===== config.mk =====
export PLATFORM = sky130hd
export DESIGN_NAME = alu_issue_stage
export DESIGN_NICKNAME = d
export VERILOG_FILES = /design/src/rtl/alu_issue_stage.sv
export SDC_FILE = /design/constraint.sdc
export NUM_CORES = 1
export LEC_CHECK = 0
export ABC_AREA = 1
export BUFFER_PORTS_ARGS = -buffer_cell sky130_fd_sc_hd__clkbuf_2
export CAP_MARGIN = 20
export CORE_UTILIZATION = 52
export DETAILED_ROUTE_END_ITERATION = 10
export GPL_ROUTABILITY_DRIVEN = 0
export PLACE_DENSITY = 0.78
export REMOVE_ABC_BUFFERS = 1
export SYNTH_ARGS = -nofsm -noshare
export SYNTH_HDL_FRONTEND = slang
export SYNTH_SLANG_ARGS = --single-unit

===== constraint.sdc =====
create_clock -name clk -period 5.9 [get_ports clk]
set_input_delay 0.295 -clock clk [delete_from_list [all_inputs] [get_ports clk]]
set_output_delay 0.295 -clock clk [all_outputs]
set_load 0.005 [all_outputs]

===== src/rtl/alu_issue_stage.sv =====
// alu_issue_stage
// Issue stage ahead of the execute ALU. Decodes ALUOp/funct3/funct7[5]
// into the 4-bit ALU operation, selects SrcB, and holds up to two issued
// entries in an in-order skid buffer so that decode is decoupled from
// execute back-pressure.
//
// Handshake contract (both sides): a transfer happens on a rising clock
// edge where valid && ready are both high. Valid, once raised by this
// stage, stays high with stable data until the transfer completes, unless
// flush or reset is asserted. in_ready depends only on registered
// occupancy, so there is no combinational path from out_ready to in_ready.
//
// Buffer organisation: slot r_head always drives the outputs. r_tail holds
// the second entry when the buffer is full. When the buffer drains, r_head
// is left untouched, so the data outputs keep their last values.

module alu_issue_stage #(
  parameter int DATA_WIDTH    = 32,
  parameter int OPCODE_LENGTH = 4
) (
  input  logic                     clk,
  input  logic                     reset,
  input  logic                     flush,
  // decode side
  input  logic                     in_valid,
  output logic                     in_ready,
  input  logic [1:0]               in_alu_op,
  input  logic [2:0]               in_funct3,
  input  logic                     in_funct7b5,
  input  logic                     in_alu_src,
  input  logic [DATA_WIDTH-1:0]    in_rs1,
  input  logic [DATA_WIDTH-1:0]    in_rs2,
  input  logic [DATA_WIDTH-1:0]    in_imm,
  input  logic [4:0]               in_rd,
  // execute side
  output logic                     out_valid,
  input  logic                     out_ready,
  output logic [DATA_WIDTH-1:0]    out_src_a,
  output logic [DATA_WIDTH-1:0]    out_src_b,
  output logic [OPCODE_LENGTH-1:0] out_operation,
  output logic                     out_illegal,
  output logic [4:0]               out_rd,
  // debug: buffer occupancy state (0, 1 or 2 entries)
  output logic [1:0]               dbg_count
);

  // ALU operation encodings
  localparam logic [OPCODE_LENGTH-1:0] OP_AND = OPCODE_LENGTH'(4'b0000);
  localparam logic [OPCODE_LENGTH-1:0] OP_OR  = OPCODE_LENGTH'(4'b0001);
  localparam logic [OPCODE_LENGTH-1:0] OP_ADD = OPCODE_LENGTH'(4'b0010);
  localparam logic [OPCODE_LENGTH-1:0] OP_XOR = OPCODE_LENGTH'(4'b0011);
  localparam logic [OPCODE_LENGTH-1:0] OP_SUB = OPCODE_LENGTH'(4'b0110);
  localparam logic [OPCODE_LENGTH-1:0] OP_ILL = OPCODE_LENGTH'(4'b0111);
  localparam logic [OPCODE_LENGTH-1:0] OP_EQ  = OPCODE_LENGTH'(4'b1000);
  localparam logic [OPCODE_LENGTH-1:0] OP_SLT = OPCODE_LENGTH'(4'b1100);
  localparam logic [OPCODE_LENGTH-1:0] OP_SLL = OPCODE_LENGTH'(4'b1101);
  localparam logic [OPCODE_LENGTH-1:0] OP_SRL = OPCODE_LENGTH'(4'b1110);
  localparam logic [OPCODE_LENGTH-1:0] OP_SRA = OPCODE_LENGTH'(4'b1111);

  // ALUOp encodings from the main decoder
  localparam logic [1:0] ALUOP_MEM  = 2'b00;
  localparam logic [1:0] ALUOP_BR   = 2'b01;
  localparam logic [1:0] ALUOP_RTYP = 2'b10;
  localparam logic [1:0] ALUOP_ITYP = 2'b11;

  typedef struct packed {
    logic [DATA_WIDTH-1:0]    src_a;
    logic [DATA_WIDTH-1:0]    src_b;
    logic [OPCODE_LENGTH-1:0] operation;
    logic                     illegal;
    logic [4:0]               rd;
  } entry_t;

  // Buffer occupancy doubles as the control state
  typedef enum logic [1:0] {
    S_EMPTY = 2'd0,
    S_ONE   = 2'd1,
    S_FULL  = 2'd2
  } occ_t;

  occ_t   r_occ;
  occ_t   w_occ_next;
  entry_t r_head;
  entry_t r_tail;
  entry_t w_head_next;
  entry_t w_tail_next;
  entry_t w_new;

  logic                     w_push;
  logic                     w_pop;
  logic [OPCODE_LENGTH-1:0] w_op;
  logic                     w_illegal;
  logic [OPCODE_LENGTH-1:0] w_arith_op;
  logic                     w_arith_bad;

  // Shared R-type/I-type funct3 mapping; funct7b5 selects SUB/SRA variants
  always_comb begin
    w_arith_op  = OP_ADD;
    w_arith_bad = 1'b0;
    case (in_funct3)
      3'b000:  w_arith_op = (in_funct7b5 && (in_alu_op == ALUOP_RTYP)) ? OP_SUB : OP_ADD;
      3'b001:  w_arith_op = OP_SLL;
      3'b010:  w_arith_op = OP_SLT;
      3'b011:  w_arith_bad = 1'b1;
      3'b100:  w_arith_op = OP_XOR;
      3'b101:  w_arith_op = in_funct7b5 ? OP_SRA : OP_SRL;
      3'b110:  w_arith_op = OP_OR;
      3'b111:  w_arith_op = OP_AND;
      default: w_arith_bad = 1'b1;
    endcase
  end

  // Full operation decode including the ALUOp-specific legality rules
  always_comb begin
    w_op      = OP_ADD;
    w_illegal = 1'b0;
    case (in_alu_op)
      ALUOP_MEM: begin
        w_op = OP_ADD;
      end
      ALUOP_BR: begin
        if (in_funct3 == 3'b000 || in_funct3 == 3'b001) begin
          w_op = OP_EQ;
        end else begin
          w_illegal = 1'b1;
        end
      end
      ALUOP_RTYP: begin
        w_op = w_arith_op;
        // funct7b5 only qualifies ADD/SUB and SRL/SRA for register forms
        if (w_arith_bad ||
            (in_funct7b5 && in_funct3 != 3'b000 && in_funct3 != 3'b101)) begin
          w_illegal = 1'b1;
        end
      end
      ALUOP_ITYP: begin
        w_op = w_arith_op;
        // SLLI must carry funct7b5=0; other immediate forms ignore it
        if (w_arith_bad || (in_funct3 == 3'b001 && in_funct7b5)) begin
          w_illegal = 1'b1;
        end
      end
      default: begin
        w_illegal = 1'b1;
      end
    endcase
    // Illegal entries carry the ALU's zero-result code
    if (w_illegal) begin
      w_op = OP_ILL;
    end
  end

  // Entry captured on a push
  always_comb begin
    w_new.src_a     = in_rs1;
    w_new.src_b     = in_alu_src ? in_imm : in_rs2;
    w_new.operation = w_op;
    w_new.illegal   = w_illegal;
    w_new.rd        = in_rd;
  end

  assign in_ready  = (r_occ != S_FULL);
  assign out_valid = (r_occ != S_EMPTY);
  assign w_push    = in_valid && in_ready;
  assign w_pop     = out_valid && out_ready;

  // Next-state and next-slot logic; flush wins over push and pop
  always_comb begin
    w_occ_next  = r_occ;
    w_head_next = r_head;
    w_tail_next = r_tail;
    if (flush) begin
      w_occ_next = S_EMPTY;
    end else begin
      case (r_occ)
        S_EMPTY: begin
          if (w_push) begin
            w_head_next = w_new;
            w_occ_next  = S_ONE;
          end
        end
        S_ONE: begin
          case ({w_push, w_pop})
            2'b10: begin
              w_tail_next = w_new;
              w_occ_next  = S_FULL;
            end
            2'b01: begin
              w_occ_next = S_EMPTY;
            end
            2'b11: begin
              w_head_next = w_new;
            end
            default: begin
              w_occ_next = S_ONE;
            end
          endcase
        end
        S_FULL: begin
          if (w_pop) begin
            w_head_next = r_tail;
            w_occ_next  = S_ONE;
          end
        end
        default: begin
          w_occ_next = S_EMPTY;
        end
      endcase
    end
  end

  // State and buffer registers
  always_ff @(posedge clk or posedge reset) begin
    if (reset) begin
      r_occ  <= S_EMPTY;
      r_head <= '0;
      r_tail <= '0;
    end else begin
      r_occ  <= w_occ_next;
      r_head <= w_head_next;
      r_tail <= w_tail_next;
    end
  end

  assign out_src_a     = r_head.src_a;
  assign out_src_b     = r_head.src_b;
  assign out_operation = r_head.operation;
  assign out_illegal   = r_head.illegal;
  assign out_rd        = r_head.rd;
  assign dbg_count     = r_occ;

endmodule


==> results of run 1 <==
[worst reg2reg max path, stage by stage, from the launching register on]
cell     delay, ns
dfrtp_1       0.43
inv_2         0.11
nor2_4        0.03
buf_4         0.38
nor2_1        0.25
ha_1          0.17
nand2_1       0.08
nand2_1       0.08
nand2_1       0.23
inv_4         0.50
buf_4         0.73
nor2_1        0.14
a31oi_1       0.19
[registers in the layout, indices dropped and copies added, names as in the netlist]
| name | cells |
|---|---|
| r_tail | 74 |
| out_src_a | 32 |
| out_src_b | 32 |
| out_rd | 5 |
| dbg_count | 2 |
| out_operation | 4 |
| out_illegal | 1 |
[metrics by stage]
stage | util [%] | worst slack (ns)
final | 66.71 | 2.501
after global routing | 66.71 | 2.177
after CTS | 66.71 | 2.490
after detailed placement | 61.46 | 2.524
after global placement | 61.46 | 2.665
after floorplan | - | 1.569
[per-layer routing]
| metal | global-route usage (%) | wire length [um] |
|---|---|---|
| met5 | 0 | 0 |
| met4 | 8.439 | 284 |
| met3 | 6.175 | 958 |
| met2 | 40.83 | 7565 |
| met1 | 31.03 | 7267 |
[logic make-up (layout without fill, tap and decap cells)]
logic type / Yosys count / in the layout / share of synthesized area, %
multiplexers: 32 / 32 / 5.263
AO/OA/AOI/OAI: 89 / 89 / 7.858
buffers and inverters: 72 / 249 / 4.752
adder cells (fa/ha/maj): 2 / 2 / 0.3654
flip-flops: 150 / 150 / 54.82
AND/OR/NAND/NOR: 481 / 481 / 26.94
[cells in the final DEF, fill, tap and decap left out, drive strengths merged, types with 5 or more instances in the layout]
master,synthesis,routed
clkinv,0,5
bufinv,0,6
nand3,9,9
mux2,32,32
nand4,5,5
clkbuf,22,208
inv,21,22
nand2,389,389
buf,29,6
o21ai,10,10
nor2,78,78
dfrtp,150,150
a31oi,69,69
a21oi,7,7
[final cells by class]
class | instances | area (um^2)
Tap cell | 172 | 215.2
Sequential cell | 150 | 3754
Clock buffer | 18 | 439.2
Clock inverter | 14 | 229.0
Fill cell | 1053 | 4235
Timing Repair Buffer | 196 | 996.0
Multi-Input combinational cell | 604 | 2768
Inverter | 21 | 86.33
[path summary, 6_finish.rpt]
| kind | end | slack [ns] | cells after the start |
|---|---|---|---|
| max in group asynchronous | out_src_b[20]$_DFFE_PP0P_ | 4.59 | 3 |
| worst min register to register | r_tail[46]$_DFFE_PP0P_ | 0.48 | 2 |
| min in group clk | r_tail[73]$_DFFE_PP0P_ | 0.09 | 3 |
| worst max-delay path | out_src_b[31]$_DFFE_PP0P_ | 2.50 | 12 |
| worst min-delay path | out_src_a[25]$_DFFE_PP0P_ | 0.02 | 2 |
| worst max register to register | out_src_b[31]$_DFFE_PP0P_ | 2.50 | 12 |
[power by group]
group          switching [W]  internal, W
Combinational       0.000503     0.000418
Sequential          0.000249      0.00147
Clock               0.000417     0.000801
Total                0.00117      0.00269
==> results by group, run 1 <==
Synthesis
  • Ys Warns: 0
  • Sequential-to-total area share from yosys stat: 54.82%
  • Top_reg_cell synth: dfrtp_1
  • Synth area leader: dfrtp_1
  • Top cell type's share of synthesized area: around 55%
  • Netlist Area Pre-Place: just under 0.007 mm^2
  • Post-synthesis cell type count: 22
  • Most frequent cell after synthesis: nand2_1
  • Number of flops mapped to enable cells by yosys: 0
  • Commonest cells post-synth: nand2_1, dfrtp_1, nor2_1, a31oi_1, mux2_2
  • Synthesized flop and latch total: 150
  • Area contributors post-synth: dfrtp_1, nand2_1, a31oi_1
  • Avg Inst Size Synth: 8.289 um^2
  • Mapped Cells: 826
  • Asr flop ratio synth: between 90% and 100%

Finish
  • Final cell count without fillers: around 1,200
  • Nets@finish: about 1,100
  • Layout area overhead: 23.96%
  • Post-Layout Inst Area: between 0.008 and 0.009 mm^2
  • Layout cell share with drive strength beyond 1: 26.92%
  • Ant. Diodes: 0

Setup path
  • Worst path arrival time: 3.73 ns
  • Crit path launch type: flop
  • Maximum fanout along the worst path: ~80
  • Worst EP required: between 6 and 7 ns
  • CP endpoint kind: flop
  • Reg2Reg Launch Point: dbg_count[1]$_DFFE_PP0P_
  • Cell mode on critical path: nand2_1
  • Slowest stage cell on the critical path: buf_4
  • CP delay by family, top: buffers and inverters
  • Worst Path Buf+Inv: 4
  • Crit path kind: flop to flop
  • Worst path max stage delay: roughly 0.72 ns
  • Crit path cell chain: inv_2 -> nor2_4 -> buf_4 -> nor2_1 -> ha_1 -> nand2_1 -> nand2_1 -> nand2_1 -> inv_4 -> buf_4 -> nor2_1 -> a31oi_1
  • Launch point of the worst path: dbg_count[1]$_DFFE_PP0P_

Clock tree
  • Post-cts repair resize count: 0
  • TritonCTS buffer count: 17
  • Post-CTS setup buffers: 0
  • Hold_buf cts: 0
  • Reg clk slew, reported paths: 0.06 ns
  • Clock root buffer: clkbuf_16
  • H-tree Lvls: 4
  • CTS Buffer Depth: 2
  • Clock Latency Late Sink: 0.42 ns
  • Clock Sinks: 150
  • CTS tree: built

Pwr
  • Maximum VDD drop: 0.2342 mV
  • Power consumption: about 0.0039 W
  • Pwr dens: ~450 mW/mm^2
  • Leak: roughly 4.4 nW

Global routing
  • Largest net degree at the start of global routing: 87
  • GR Overflow Total: 0
  • Vias in the first global route: approximately 5,500
  • Total Routing Usage GR: between 20% and 30%
  • First-pass GRT wire length: approximately 25 mm
  • Initial antenna violation count: 0

STA
  • Fin crit period: roughly 3.4 ns
  • Final Slew Violations: 0
  • Worst-margin pin slew: 0.8191 ns
  • Final worst-path cycle share: 57.61%
  • TNS Setup: 0 ns
  • Final hold viol count: 0
  • Peak Freq: 294.2 MHz
  • RSZ-0062 raised after global routing: no
  • WHS: approximately 0.016 ns
  • Count of final setup violators: 0
  • Slew headroom: between 40% and 50%
  • Fin Clk Skew: 0.005027 ns

Job
  • Max cap viols: 0

Floorplanning
  • Initial Utilization: between 50% and 60%
  • Die ar.: roughly 0.014 mm^2
  • Width of the die: ~120 um
  • DIE HEIGHT: about 120 um
  • # rows: 41
  • Core area: 0.01272 mm^2
  • Num ports: roughly 190

Routing
  • DRT Pass-1 Iters: 6
  • Total wire length: ~16 mm
  • DR vias: between 6,000 and 7,000
  • WL/cell: between 10 and 15 um
  • Initial drt markers: roughly 500
  • DRC errors left: 0
  • Vias per Instance: just over 5
  • Post-route ant nets: 0

Status
  • Status: finished clean

Placed design
  • Dpl cell area: around 0.0078 mm^2
  • I/O Buffers: 190
  • Placed Cells incl. Taps: about 1,100
  • DPL Wire Length: a little over 10 mm

Hold path
  • Hold crit path type: primary input to async pin
Note: power is estimated with default switching activity, not from simulation.
==> inputs of run 2 (changes only) <==
Settings changed: ABC_AREA 1 to 0.
Clock period 5.9 ns to 3.3 ns, I/O delays scaled along.
==> run 2 against run 1 <==
Effect of this change: critical path depth decreased by 3; global-route usage decreased by 0.34 points; combinational power increased by 28%; final area increased by 2.9%; sequential share of layout area decreased by 1.2 points; worst setup slack got worse by 1.5 ns.
==> results by group, run 2 <==
Hold path
  • Hold Crit Start: in_rs1[1]
  • Hold crit path type: primary input to flop
  • Hold Path End: r_tail[43]$_DFFE_PP0P_
  • Hold depth: 2

Setup path
  • FF-to-FF setup slack: 0.97 ns (-1.53 ns)
  • Worst R2R End: out_src_a[20]$_DFFE_PP0P_
  • Crit path kind: flop to flop
  • Crit path launch type: flop
  • Crit path cell chain: or2_2 -> nand2_1 -> inv_1 -> ha_1 -> nand2b_1 -> o32ai_4 -> buf_12 -> nor2_1 -> a31oi_1
  • CP delay by family, top: compound AO/OA/AOI/OAI gates
  • Slowest stage cell on the critical path: dfrtp_1
  • Reg2Reg Launch Point: dbg_count[0]$_DFFE_PP0P_
  • R2R cell count: 9 (-3)
  • Worst path arrival time: 2.66 ns (-1.07 ns)
  • CP endpoint kind: flop
  • Maximum fanout along the worst path: 62 (-24%)
  • Worst Path Buf+Inv: 2 (-2)
  • Worst EP required: 3.63 ns (-2.60 ns)
  • Worst path max stage delay: 0.54 ns (-0.18 ns)

STA
  • Final hold viol count: 0 (unchanged)
  • Final worst-path cycle share: 70.51% (+13 points)
  • Count of final setup violators: 0 (unchanged)
  • Final Slew Violations: 0 (unchanged)
  • Fin crit period: 2.327 ns (-1.072 ns)
  • Peak Freq: 429.8 MHz (+46%)
  • Slew headroom: 28.13% (-17 points)
  • Fin Clk Skew: 0.005545 ns (+0.0005180 ns)
  • TNS Setup: 0 ns (unchanged)
  • Worst-margin pin slew: 1.078 ns (+0.2589 ns)
  • RSZ-0062 raised after global routing: no

Synthesis
  • Area contributors post-synth: dfrtp_1, nand2_1, nor2_1
  • Mapped Cells: 692 (-16%)
  • Top cell type's share of synthesized area: 55.73% (+0.91 points)
  • Synth area leader: dfrtp_1
  • Netlist Area Pre-Place: 0.006735 mm^2 (-1.6%)
  • Sequential-to-total area share from yosys stat: 55.73% (+0.91 points)
  • Post-synthesis cell type count: 37 (+68%)
  • Number of flops mapped to enable cells by yosys: 0 (unchanged)
  • Synthesized flop and latch total: 150 (unchanged)
  • Commonest cells post-synth: dfrtp_1, nand2_1, nor2_1, a21oi_1, a31oi_1
  • Most frequent cell after synthesis: dfrtp_1
  • Asr flop ratio synth: 100.0% (unchanged)
  • Top_reg_cell synth: dfrtp_1
  • Avg Inst Size Synth: 9.733 um^2 (+17%)
  • Ys Warns: 0 (unchanged)

Clock tree
  • CTS Buffer Depth: 2 (unchanged)
  • Clock root buffer: clkbuf_16
  • CTS tree: built
  • Post-CTS setup buffers: 0 (unchanged)
  • Hold_buf cts: 36 (+36)
  • Post-cts repair resize count: 0 (unchanged)
  • H-tree Lvls: 4 (unchanged)
  • Reg clk slew, reported paths: 0.06 ns (about the same)
  • Clock Sinks: 150 (unchanged)
  • TritonCTS buffer count: 17 (unchanged)
  • Clock Latency Late Sink: 0.42 ns (about the same)

Floorplanning
  • DIE HEIGHT: 115.8 um (-0.80%)
  • Num ports: 191 (unchanged)
  • Core area: 0.01262 mm^2 (-0.81%)
  • Initial Utilization: 53.37% (-0.44 points)
  • Die ar.: 0.01341 mm^2 (-1.6%)
  • # rows: 41 (unchanged)
  • Width of the die: 115.8 um (-0.80%)

Routing
  • DR vias: 5,613 (-6.9%)
  • Initial drt markers: 426 (-17%)
  • Vias per Instance: 5.207 (+1.5%)
  • DRT Pass-1 Iters: 4 (-2)
  • WL/cell: 14.45 um (+5.6%)
  • Total wire length: 15.57 mm (-3.1%)
  • DRC errors left: 0 (unchanged)
  • Post-route ant nets: 0 (unchanged)

Placed design
  • Placed Cells incl. Taps: 1,010 (-12%)
  • I/O Buffers: 190 (unchanged)
  • DPL Wire Length: 9.569 mm (-6.2%)

Global routing
  • Initial antenna violation count: 0 (unchanged)
  • Total Routing Usage GR: 24.09% (-0.34 points)
  • GR Overflow Total: 0 (unchanged)
  • Largest net degree at the start of global routing: 106 (+22%)
  • Vias in the first global route: 5,094 (-6.7%)
  • First-pass GRT wire length: 24.70 mm (-2.8%)

Status
  • Status: finished clean

Finish
  • Fillers: 967 (-8.2%)
  • Ant. Diodes: 0 (unchanged)
  • Layout area overhead: 29.63%
  • Multi-input gate area: 0.002726 mm^2 (-1.5%)
  • Reg area: 0.003754 mm^2 (unchanged)
  • Commonest non-fill, non-tap cells in the layout: clkbuf_2, dfrtp_1, nand2_1, nor2_1, a21oi_1
  • Final cell count without fillers: 1,078 (-8.3%)
  • Layout cell share with drive strength beyond 1: 30.24% (+3.3 points)
  • Max reg flops: 74 (unchanged)
  • Most common cell after layout, fill and taps aside: clkbuf_2
  • Register with the most flip-flops: r_tail
  • Nets@finish: 1,008 (-8.8%)

Pwr
  • Power consumption: 0.005802 W (+50%)
  • Maximum VDD drop: 0.4085 mV (+74%)
  • Pwr dens: 664.5 mW/mm^2 (+46%)
  • Leak: 4.166 nW (-5.8%)

Job
  • Max cap viols: 0 (unchanged)
run 2: cell count changes in the layout (fill, tap and decap cells not counted), moves of 13 or more:
cell / previous run / this run
nor2_1: 76 / 110
a31oi_1: 69 / 39
o21ai_1: 0 / 13
a21oi_1: 7 / 74
o21ai_0: 10 / 25
dlygate4sd3_1: 0 / 36
nand2_1: 389 / 115
mux2i_1: 0 / 33
run 2: kinds of logic after synthesis:
group	Yosys count	synth area share [%]
compound gates	162	13.60
flops	150	55.73
mux	71	11.26
simple gates	250	15.03
fa+ha+maj	2	0.3715
buf+inv	57	4.013
run 2: layout make-up:
cell class              instances  share of cell area [%]
flip-flops and latches        150                   42.99
multi-input cells             485                   31.23
repair buffers                233                   16.19
clock buffers                  20                   5.345
well taps                     172                   2.465
clock inverters                12                   1.462
inverters                       6                  0.3153
run 2: worst max-delay path by stage:
stage                        startpoint                   endpoint  slack, ns  depth (start not counted)
2_1_floorplan  dbg_count[0]$_DFFE_PP0P_  out_src_b[10]$_DFFE_PP0P_      -4.27                          7
3_3_place_gp   dbg_count[0]$_DFFE_PP0P_  out_src_a[27]$_DFFE_PP0P_       1.13                          9
3_5_place_dp   dbg_count[0]$_DFFE_PP0P_  out_src_a[14]$_DFFE_PP0P_       1.02                          9
4_1_cts        dbg_count[0]$_DFFE_PP0P_  out_src_a[31]$_DFFE_PP0P_       0.98                          9
5_1_grt        dbg_count[0]$_DFFE_PP0P_   out_src_a[7]$_DFFE_PP0P_       0.79                          9
6_report       dbg_count[0]$_DFFE_PP0P_  out_src_a[20]$_DFFE_PP0P_       0.97                          9
run 2: worst reg2reg max path, stage by stage, from the launching register on:
cell	delay, ns
dfrtp_1	0.54
or2_2	0.19
nand2_1	0.07
inv_1	0.07
ha_1	0.20
nand2b_1	0.12
o32ai_4	0.46
buf_12	0.33
nor2_1	0.10
a31oi_1	0.17
run 2: through the flow:
stage	utilization [%]	worst slack (ns)	instance area, um^2	hold slack [ns]
final	69.19	0.9732	8731	0.01833
after global routing	69.19	0.7869	8731	0.007982
after CTS	69.19	0.9798	8731	0.004243
after detailed placement	61.62	1.017	7776	0.3641
after global placement	61.62	1.129	7776	0.3634
after floorplan	-	-4.274	6487	0.2306
run 2: metal layers:
metal / global-route usage (%) / part of all wire [%] / up-vias
li1: - / - / 2762
met1: 32.38 / 44 / 2622
met2: 38.49 / 48 / 208
met3: 5.910 / 6.8 / 21
met4: 8.120 / 1.3 / 0
met5: 0 / 0 / -
run 2: where the power goes:
part,leakage (nW),total [W],switching (W),internal [W]
registers,1.76,0.00271,0.000312,0.00239
logic,2.13,0.00118,0.000575,0.000605
clock network,0.284,0.00192,0.000747,0.00117
